$ cat src/rtl/approx_mon_pkg.sv
// Shared widths, FSM encoding and sample record for the approximate multiplier error monitor.
// The optional squared-error path is enabled by defining APPROX_MON_SQERR_EN.
package approx_mon_pkg;

  localparam int OP_W   = 8;
  localparam int PROD_W = 16;
  localparam int ED_W   = 16;
  localparam int SQ_W   = 48;

  typedef enum logic [1:0] {
    ST_IDLE   = 2'd0,
    ST_ACCUM  = 2'd1,
    ST_DRAIN  = 2'd2,
    ST_REPORT = 2'd3
  } mon_state_e;

  typedef struct packed {
    logic [OP_W-1:0]   a;
    logic [OP_W-1:0]   b;
    logic [PROD_W-1:0] prod;
  } mon_sample_t;

endpackage

$ cat src/rtl/approx_ed_calc.sv
// Combinational exact product and error distance |a*b - prod| for one sample.
module approx_ed_calc
  import approx_mon_pkg::*;
(
  input  logic [OP_W-1:0]   a,
  input  logic [OP_W-1:0]   b,
  input  logic [PROD_W-1:0] prod,
  output logic [PROD_W-1:0] exact,
  output logic [ED_W-1:0]   ed
);

  logic [PROD_W:0] diff;
  logic [PROD_W:0] diff_neg;

  assign exact    = PROD_W'(a) * PROD_W'(b);
  // 17-bit signed difference covers -65025..65535 without wrap
  assign diff     = {1'b0, prod} - {1'b0, exact};
  assign diff_neg = -diff;
  assign ed       = diff[PROD_W] ? diff_neg[ED_W-1:0] : diff[ED_W-1:0];

endmodule

$ cat src/rtl/approx_mul_err_monitor.sv
// Windowed error statistics for an 8x8 approximate multiplier, reported via valid/ready.
// Define APPROX_MON_SQERR_EN to also accumulate the saturating sum of ED^2 on rpt_sum_sq.
module approx_mul_err_monitor
  import approx_mon_pkg::*;
#(
  parameter int WIN_LOG2 = 8,
  parameter int ACC_W    = 32
) (
  input  logic                clk,
  input  logic                rst,
  input  logic                start,
  output logic                busy,
  input  logic                in_valid,
  output logic                in_ready,
  input  logic [OP_W-1:0]     in_a,
  input  logic [OP_W-1:0]     in_b,
  input  logic [PROD_W-1:0]   in_prod,
  output logic                rpt_valid,
  input  logic                rpt_ready,
  output logic [ACC_W-1:0]    rpt_sum_ed,
  output logic [WIN_LOG2:0]   rpt_err_cnt,
  output logic [ED_W-1:0]     rpt_max_ed,
  output logic [OP_W-1:0]     rpt_max_a,
  output logic [OP_W-1:0]     rpt_max_b,
  output logic [SQ_W-1:0]     rpt_sum_sq
);

  localparam int CNT_W = WIN_LOG2 + 1;
  localparam logic [CNT_W-1:0] WIN_N = {1'b1, {WIN_LOG2{1'b0}}};

  localparam logic [1:0] IDLE   = ST_IDLE;
  localparam logic [1:0] ACCUM  = ST_ACCUM;
  localparam logic [1:0] DRAIN  = ST_DRAIN;
  localparam logic [1:0] REPORT = ST_REPORT;

  logic [1:0]        state, state_nx;
  logic [CNT_W-1:0]  cnt;
  logic              fire;
  logic              clr;
  logic              s1_vld;
  mon_sample_t       s1;

  logic [PROD_W-1:0] unused_exact;
  logic [ED_W-1:0]   ed;

  logic [ACC_W-1:0]  sum_ed;
  logic [ACC_W:0]    sum_add;
  logic [CNT_W-1:0]  err_cnt;
  logic [ED_W-1:0]   max_ed;
  logic [OP_W-1:0]   max_a, max_b;

  assign in_ready  = (state == ACCUM) && (cnt < WIN_N);
  assign fire      = in_valid && in_ready;
  assign clr       = (state == IDLE) && start;
  assign busy      = (state != IDLE);
  assign rpt_valid = (state == REPORT);

  always_comb begin
    state_nx = state;
    case (state)
      IDLE:    if (start) state_nx = ACCUM;
      ACCUM:   if (fire && (cnt == WIN_N - CNT_W'(1))) state_nx = DRAIN;
      DRAIN:   if (!s1_vld) state_nx = REPORT;
      REPORT:  if (rpt_ready) state_nx = IDLE;
      default: state_nx = IDLE;
    endcase
  end

  // stage 1: register the accepted sample
  always_ff @(posedge clk or posedge rst) begin
    if (rst) begin
      state  <= IDLE;
      cnt    <= '0;
      s1_vld <= 1'b0;
      s1     <= '0;
    end else begin
      state  <= state_nx;
      s1_vld <= fire;
      if (fire) s1 <= '{a: in_a, b: in_b, prod: in_prod};
      if (clr)       cnt <= '0;
      else if (fire) cnt <= cnt + CNT_W'(1);
    end
  end

  // stage 2: error distance and statistics update
  approx_ed_calc u_ed (
    .a     (s1.a),
    .b     (s1.b),
    .prod  (s1.prod),
    .exact (unused_exact),
    .ed    (ed)
  );

  assign sum_add = {1'b0, sum_ed} + (ACC_W+1)'(ed);

  always_ff @(posedge clk or posedge rst) begin
    if (rst) begin
      sum_ed  <= '0;
      err_cnt <= '0;
      max_ed  <= '0;
      max_a   <= '0;
      max_b   <= '0;
    end else if (clr) begin
      sum_ed  <= '0;
      err_cnt <= '0;
      max_ed  <= '0;
      max_a   <= '0;
      max_b   <= '0;
    end else if (s1_vld) begin
      sum_ed <= sum_add[ACC_W] ? '1 : sum_add[ACC_W-1:0];
      if (ed != '0) err_cnt <= err_cnt + CNT_W'(1);
      // strict compare keeps the earliest sample on ties
      if (ed > max_ed) begin
        max_ed <= ed;
        max_a  <= s1.a;
        max_b  <= s1.b;
      end
    end
  end

  assign rpt_sum_ed  = sum_ed;
  assign rpt_err_cnt = err_cnt;
  assign rpt_max_ed  = max_ed;
  assign rpt_max_a   = max_a;
  assign rpt_max_b   = max_b;

`ifdef APPROX_MON_SQERR_EN
  logic [31:0]     ed_sq;
  logic [SQ_W:0]   sq_add;
  logic [SQ_W-1:0] sum_sq;

  assign ed_sq  = 32'(ed) * 32'(ed);
  assign sq_add = {1'b0, sum_sq} + (SQ_W+1)'(ed_sq);

  always_ff @(posedge clk or posedge rst) begin
    if (rst)         sum_sq <= '0;
    else if (clr)    sum_sq <= '0;
    else if (s1_vld) sum_sq <= sq_add[SQ_W] ? '1 : sq_add[SQ_W-1:0];
  end

  assign rpt_sum_sq = sum_sq;
`else
  assign rpt_sum_sq = '0;
`endif

endmodule

$ cat config.mk
export PLATFORM = sky130hd
export DESIGN_NAME = approx_mul_err_monitor
export DESIGN_NICKNAME = d
export VERILOG_FILES = /design/src/rtl/approx_mon_pkg.sv /design/src/rtl/approx_ed_calc.sv /design/src/rtl/approx_mul_err_monitor.sv
export SDC_FILE = /design/constraint.sdc
export NUM_CORES = 1
export LEC_CHECK = 0
export ABC_AREA = 1
export CORE_ASPECT_RATIO = 1.1
export CORE_UTILIZATION = 30
export CTS_CLUSTER_SIZE = 16
export DETAILED_ROUTE_END_ITERATION = 7
export PLACE_DENSITY = 0.6
export SETUP_SLACK_MARGIN = 0.1
export SLEW_MARGIN = 15
export SYNTH_ARGS = -nofsm -noshare
export SYNTH_HDL_FRONTEND = slang
export SYNTH_SLANG_ARGS = --single-unit
$ cat constraint.sdc
create_clock -name clk -period 6.6 [get_ports clk]
set_input_delay 0.66 -clock clk [delete_from_list [all_inputs] [get_ports clk]]
set_output_delay 0.66 -clock clk [all_outputs]
set_load 0.03 [all_outputs]
[After elaboration in Yosys (flattened, before gate mapping)]
Index checks and enable logic that the tools add are counted.
W data, S select, Z words.
Word-level totals
  bits in registers: 117
  input port bits: 37
Operators by class
  order comparisons: 2
  multiplexer cells: 23
  eq/ne operators: 8
  add/subtract/negate cells: 5
  $mul: 1
  reductions and logical operators: 14
Operators with widths (number)
  $mux W32: 3
  $mux W16: 4
  $mux W8: 6
  $mux W9: 5
  $add A32 B16 Y33: 1
  $add A9 B1 Y9 const B: 2
  $sub A16 B16 Y17: 1
  $gt A16 B16 Y1: 1
  $mul A8 B8 Y16: 1
  $neg A16 Y16: 1
  $reduce_bool A16 Y1: 1
  $reduce_bool A2 Y1: 5
  $eq A9 B8 Y1 const B: 1
  $lt A9 B9 Y1 const B: 1
  $mux W2: 4
  $pmux W2 S4: 1
  $eq A2 B2 Y1 const B: 2
  $logic_and A1 B1 Y1: 4
  $ne A2 B1 Y1 const B: 2
  $ne A2 B2 Y1 const B: 2
  $reduce_and A2 Y1: 2
  $reduce_and A4 Y1: 1
  $eq A2 B1 Y1 const B: 1
  $logic_not A2 Y1: 1

[Depth between registers and ports, before layout]
  depth in word-level cells: 8
  mapped depth: 41
  gate-level depth less buffers: 38

[Hierarchy]
Synthesis repeated with hierarchy kept, for this count alone.
Second synthesis, totals
  cell total of the unflattened synthesis: 1667
  area total of the unflattened synthesis: 11297.1 um2
Modules (own cells, without submodules)
  approx_mul_err_monitor: cells each 1039, seq. area each 2927.8 um2, times used 1, area an instance 7468.4 um2
  approx_ed_calc: cells each 628, seq. area each 0.0 um2, times used 1, area an instance 3828.7 um2

[Worst setup path after synthesis]
OpenSTA, ideal clock, no wires.
  path type: reg2reg
  start point: register s1[23] (netlist bit)
  end point: register sum_ed[14], in the netlist rpt_sum_ed[14]
  buffers on the path: 3
  cell stages (with the launch flop): 37
  setup time: 0.066 ns
  path slack: 0.375 ns
  arrival time: 6.160 ns
  cell sequence: dfrtp_1 -> clkbuf_1 -> nand2_1 -> inv_1 -> fa_1 -> fa_1 -> inv_1 -> fa_1 -> inv_1 -> fa_1 -> inv_1 -> ha_1 -> nand2_1 -> inv_1 -> nand2_1 -> nand2_1 -> a21oi_2 -> nand3_2 -> nand2_4 -> buf_8 -> nand2_1 -> o21ai_2 -> inv_1 -> ha_1 -> nand3b_1 -> nand2_1 -> a21oi_1 -> o21ai_2 -> nand3_1 -> nand2_1 -> nand2_1 -> nor3b_4 -> nand2_2 -> inv_1 -> buf_2 -> o21ai_0 -> nand2_1
On the way
  cells in the longest elaborated chain, start to end: 8
Ends and longest elaborated chain
  from (decl): RTL line approx_mul_err_monitor.sv:41  | mon_sample_t s1;
  from (signal assigned): RTL line approx_mul_err_monitor.sv:79  | if (fire) s1 <= '{a: in_a, b: in_b, prod: in_prod};
  $mul A8 B8 Y16 *: RTL line approx_ed_calc.sv:15  | assign exact = PROD_W'(a) * PROD_W'(b);
  $sub A16 B16 Y17 *: RTL line approx_ed_calc.sv:17  | assign diff = {1'b0, prod} - {1'b0, exact};
  $neg A16 Y16: RTL line approx_ed_calc.sv:18  | assign diff_neg = -diff;
  $mux W16 *: RTL line approx_ed_calc.sv:19  | assign ed = diff[PROD_W] ? diff_neg[ED_W-1:0] : diff[ED_W-1:0];
  $add A32 B16 Y33 *: RTL line approx_mul_err_monitor.sv:94  | assign sum_add = {1'b0, sum_ed} + (ACC_W+1)'(ed);
  $mux W32 *: RTL line approx_mul_err_monitor.sv:110  | sum_ed <= sum_add[ACC_W] ? '1 : sum_add[ACC_W-1:0];
  $mux W32 *: RTL line approx_mul_err_monitor.sv:109  | end else if (s1_vld) begin
  $mux W32 *: RTL line approx_mul_err_monitor.sv:103  | end else if (clr) begin
  to (signal assigned): RTL line approx_mul_err_monitor.sv:110
  to (decl): RTL line approx_mul_err_monitor.sv:46  | logic [ACC_W-1:0] sum_ed;
Every way passes the cells marked *; elsewhere a longest branch is shown, timed or not. The select of a mux whose other input is x is not followed.
A chain may end at the register's enable or synchronous reset.

[Final worst setup path]
  start point: register s1[30] (netlist bit)
  end point: register sum_ed[2], in the netlist rpt_sum_ed[2]
The elaborated chain is that of the path after synthesis.

==> results by group <==
Timing
  • Slew @ Worst Pin: 0.890 ns
  • Slew margin rel.: 0.406
  • Fmax: 160 MHz
  • Final critical-path required period: 6.25 ns
  • RSZ-0062 raised after global routing: true
  • Final TNS setup: 0 ns
  • Hold_ws: 0.502 ns
  • Tcrit/Tclk final: 0.946
  • Fin. max-slew vios: 0
  • Layout Skew: around 0.014 ns
  • Final count of hold timing violations: 0
  • Finish-stage setup viols: 0

Yosys
  • YS warnings: 0
  • Register area share after synthesis: 0.279
  • Yosys reg bits: 117
  • Synth Instances: ~1,500
  • Yosys cell types: 46
  • Number of enable flip-flop cells after synthesis: 0
  • Mean Syn Cell Area: 7.18 um^2
  • Post-synth top flop: dfrtp_1
  • Ys async rst share: 1.00
  • Post-synth design cell area: 10,500 um^2

Die
  • Die span in x: 180 um
  • Die area: 35,700 um^2
  • # rows: 71
  • Die Ht: roughly 200 um
  • Core Footprint: 34,300 um^2
  • I/O pin total: 161
  • Initial Utilization: 0.306

Cells and area
  • Layout Area Growth over Synthesis: 26.5%
  • Layout Nets: 1,796
  • Fill cell count: 3,536
  • Fraction of layout cells with a size suffix above 1: 0.140
  • Ant diodes: 0
  • Post-route core utilization: 0.387
  • Final std cells w/o fill: 2,076

Job
  • MaxCap Viol Count: 0

Clock tree
  • CTS sink count: 117
  • CTS tree: built
  • Skew-Pair Late Insertion Delay: 0.42 ns
  • CTS max path bufs: 2
  • H-tree depth: 4
  • Cts bufs inserted: 17
  • Clock root buffer: clkbuf_16
  • Worst-path clk slew: 0.06 ns

Critical path
  • Crit-path max cell delay: 0.54 ns
  • Data required, critical path: 6.96 ns
  • Worst path slowest cell: fa_1
  • Worst setup EP type: register
  • Startpoint type of the worst setup path: register
  • CP most frequent cell: nand2_2
  • Crit path kind: register to register
  • Max FO, Critical Path: 8
  • CP arrival: between 6 and 7 ns

Outcome
  • Status: finished, final reports clean

Detailed routing
  • Drt pass-1 iters: 7
  • DRC viols: 0
  • First DRT Iteration DRCs: 580
  • Via count: ~9,500
  • ANT nets after route: 0
  • Post-Route WL: 28.0 mm
  • Vias per Instance: between 4 and 5
  • Routed WL per cell: 13.5 um

GRT
  • First-pass GRT wire length: 45.7 mm
  • Total gr overflow: 0
  • Initial antenna violation count: 0
  • Largest net degree at the start of global routing: 64
  • Overall routing resource usage: 0.158
  • Vias in the first global route: slightly above 9,000

Place
  • Post-placement cell count: ~2,000
  • Port buffer count: approximately 110
  • Global placement routability congestion: 0.896
  • Dpl hpwl: 21.7 mm

Worst hold path
  • Tightest Hold Check Type: register to register
==> cells in the mapped netlist (all sizes together), types with 6 or more instances <==
master,n,share of area
dfrtp,117,0.28
nor3,20,0.0095
a21oi,53,0.026
nand3b,6,0.0043
nand4,14,0.0083
ha,84,0.10
nor2,61,0.023
fa,50,0.095
o21ai,106,0.052
inv,292,0.10
nand3,89,0.044
nand2,421,0.16
xnor2,9,0.0075
xor2,13,0.011
clkbuf,35,0.013
buf,54,0.038
o22ai,13,0.0077
==> cell usage in the layout (no fill, tap or decap), types with 16 or more instances in the layout <==
cell and n:
dfrtp_1 104, buf_4 71, clkbuf_16 17, conb_1 48
nor2_2 16, nor2_1 41, nand2_1 376, nand3_1 85
nor3_1 19, fa_1 49, ha_1 75, inv_1 282
o21ai_1 16, clkdlybuf4s50_1 112, o21ai_0 84, nand2_2 37
a21oi_1 42
==> worst paths after layout <==
kind / from / end / slack, ns / cells past startpoint
worst max-delay path: s1[30] / rpt_sum_ed[2] / 0.35 / 35
worst min register to register: rpt_err_cnt[3] / rpt_err_cnt[3] / 0.50 / 2
min in group asynchronous: rst / rpt_sum_ed[28] / 0.73 / 2
worst min-delay path: rpt_err_cnt[3] / rpt_err_cnt[3] / 0.50 / 2
worst max register to register: s1[30] / rpt_sum_ed[2] / 0.35 / 35
max in group asynchronous: rst / s1[20] / 4.53 / 3
==> area by class of cell <==
type	instances	area, um^2	area share
timing repair buffer	185	1680	0.126
multi-input combinational	1012	6470	0.487
clock inverter	14	105	0.00791
tap	438	548	0.0413
clock buffer	18	439	0.0331
inverter	292	1100	0.0827
sequential	117	2940	0.222
==> stage by stage <==
stage	instance area [um^2]	setup slack [ns]
2_1_floorplan	10700	0.375
3_3_place_gp	12300	-0.0510
3_5_place_dp	12300	-0.204
4_1_cts	12800	0.104
5_1_grt	13300	0.0169
6_report	13300	0.354
==> metal layers <==
metal | part of all wire | track usage | vias up
li1 | - | - | 4779
met1 | 0.46 | 0.201 | 4430
met2 | 0.48 | 0.274 | 248
met3 | 0.035 | 0.0228 | 40
met4 | 0.023 | 0.0487 | 0
met5 | 0 | 0 | -
==> worst max-delay path, delay by kind of cell (launching register included) <==
family,cells,cell delay (ns)
adder cells (fa/ha/maj),6,2.70
AO/OA/AOI/OAI,4,0.59
flip-flops,1,0.47
AND/OR/NAND/NOR,16,1.67
buffers and inverters,9,0.73
==> flip-flops by register name (all words and copies together), names as in the netlist, 2 cells and up <==
name         count
rpt_sum_ed      32
rpt_max_a        8
cnt              9
rpt_max_ed      16
rpt_max_b        8
state            2
rpt_err_cnt      9
s1              32
==> logic make-up after synthesis <==
group / after synthesis / share of synthesized area
AO/OA/AOI/OAI: 186 / 0.0956
XOR/XNOR: 22 / 0.0184
adder cells (fa/ha/maj): 134 / 0.196
buffers and inverters: 381 / 0.155
flip-flops: 117 / 0.279
other: 1 / 0.000357
AND/OR/NAND/NOR: 621 / 0.256
==> timing repair <==
action                     in CTS  in global routing
gates cloned                    0                  2
hold endpoints to repair        0                  0
hold buffers                    0                  0
pin swaps                       0                 24
setup endpoints to repair      21                 64
gates resized for setup         7                106
buffers inserted                0                 13
Power is not shown: default switching activity piles up to over one toggle a cycle in this logic, so the estimate is an artifact.
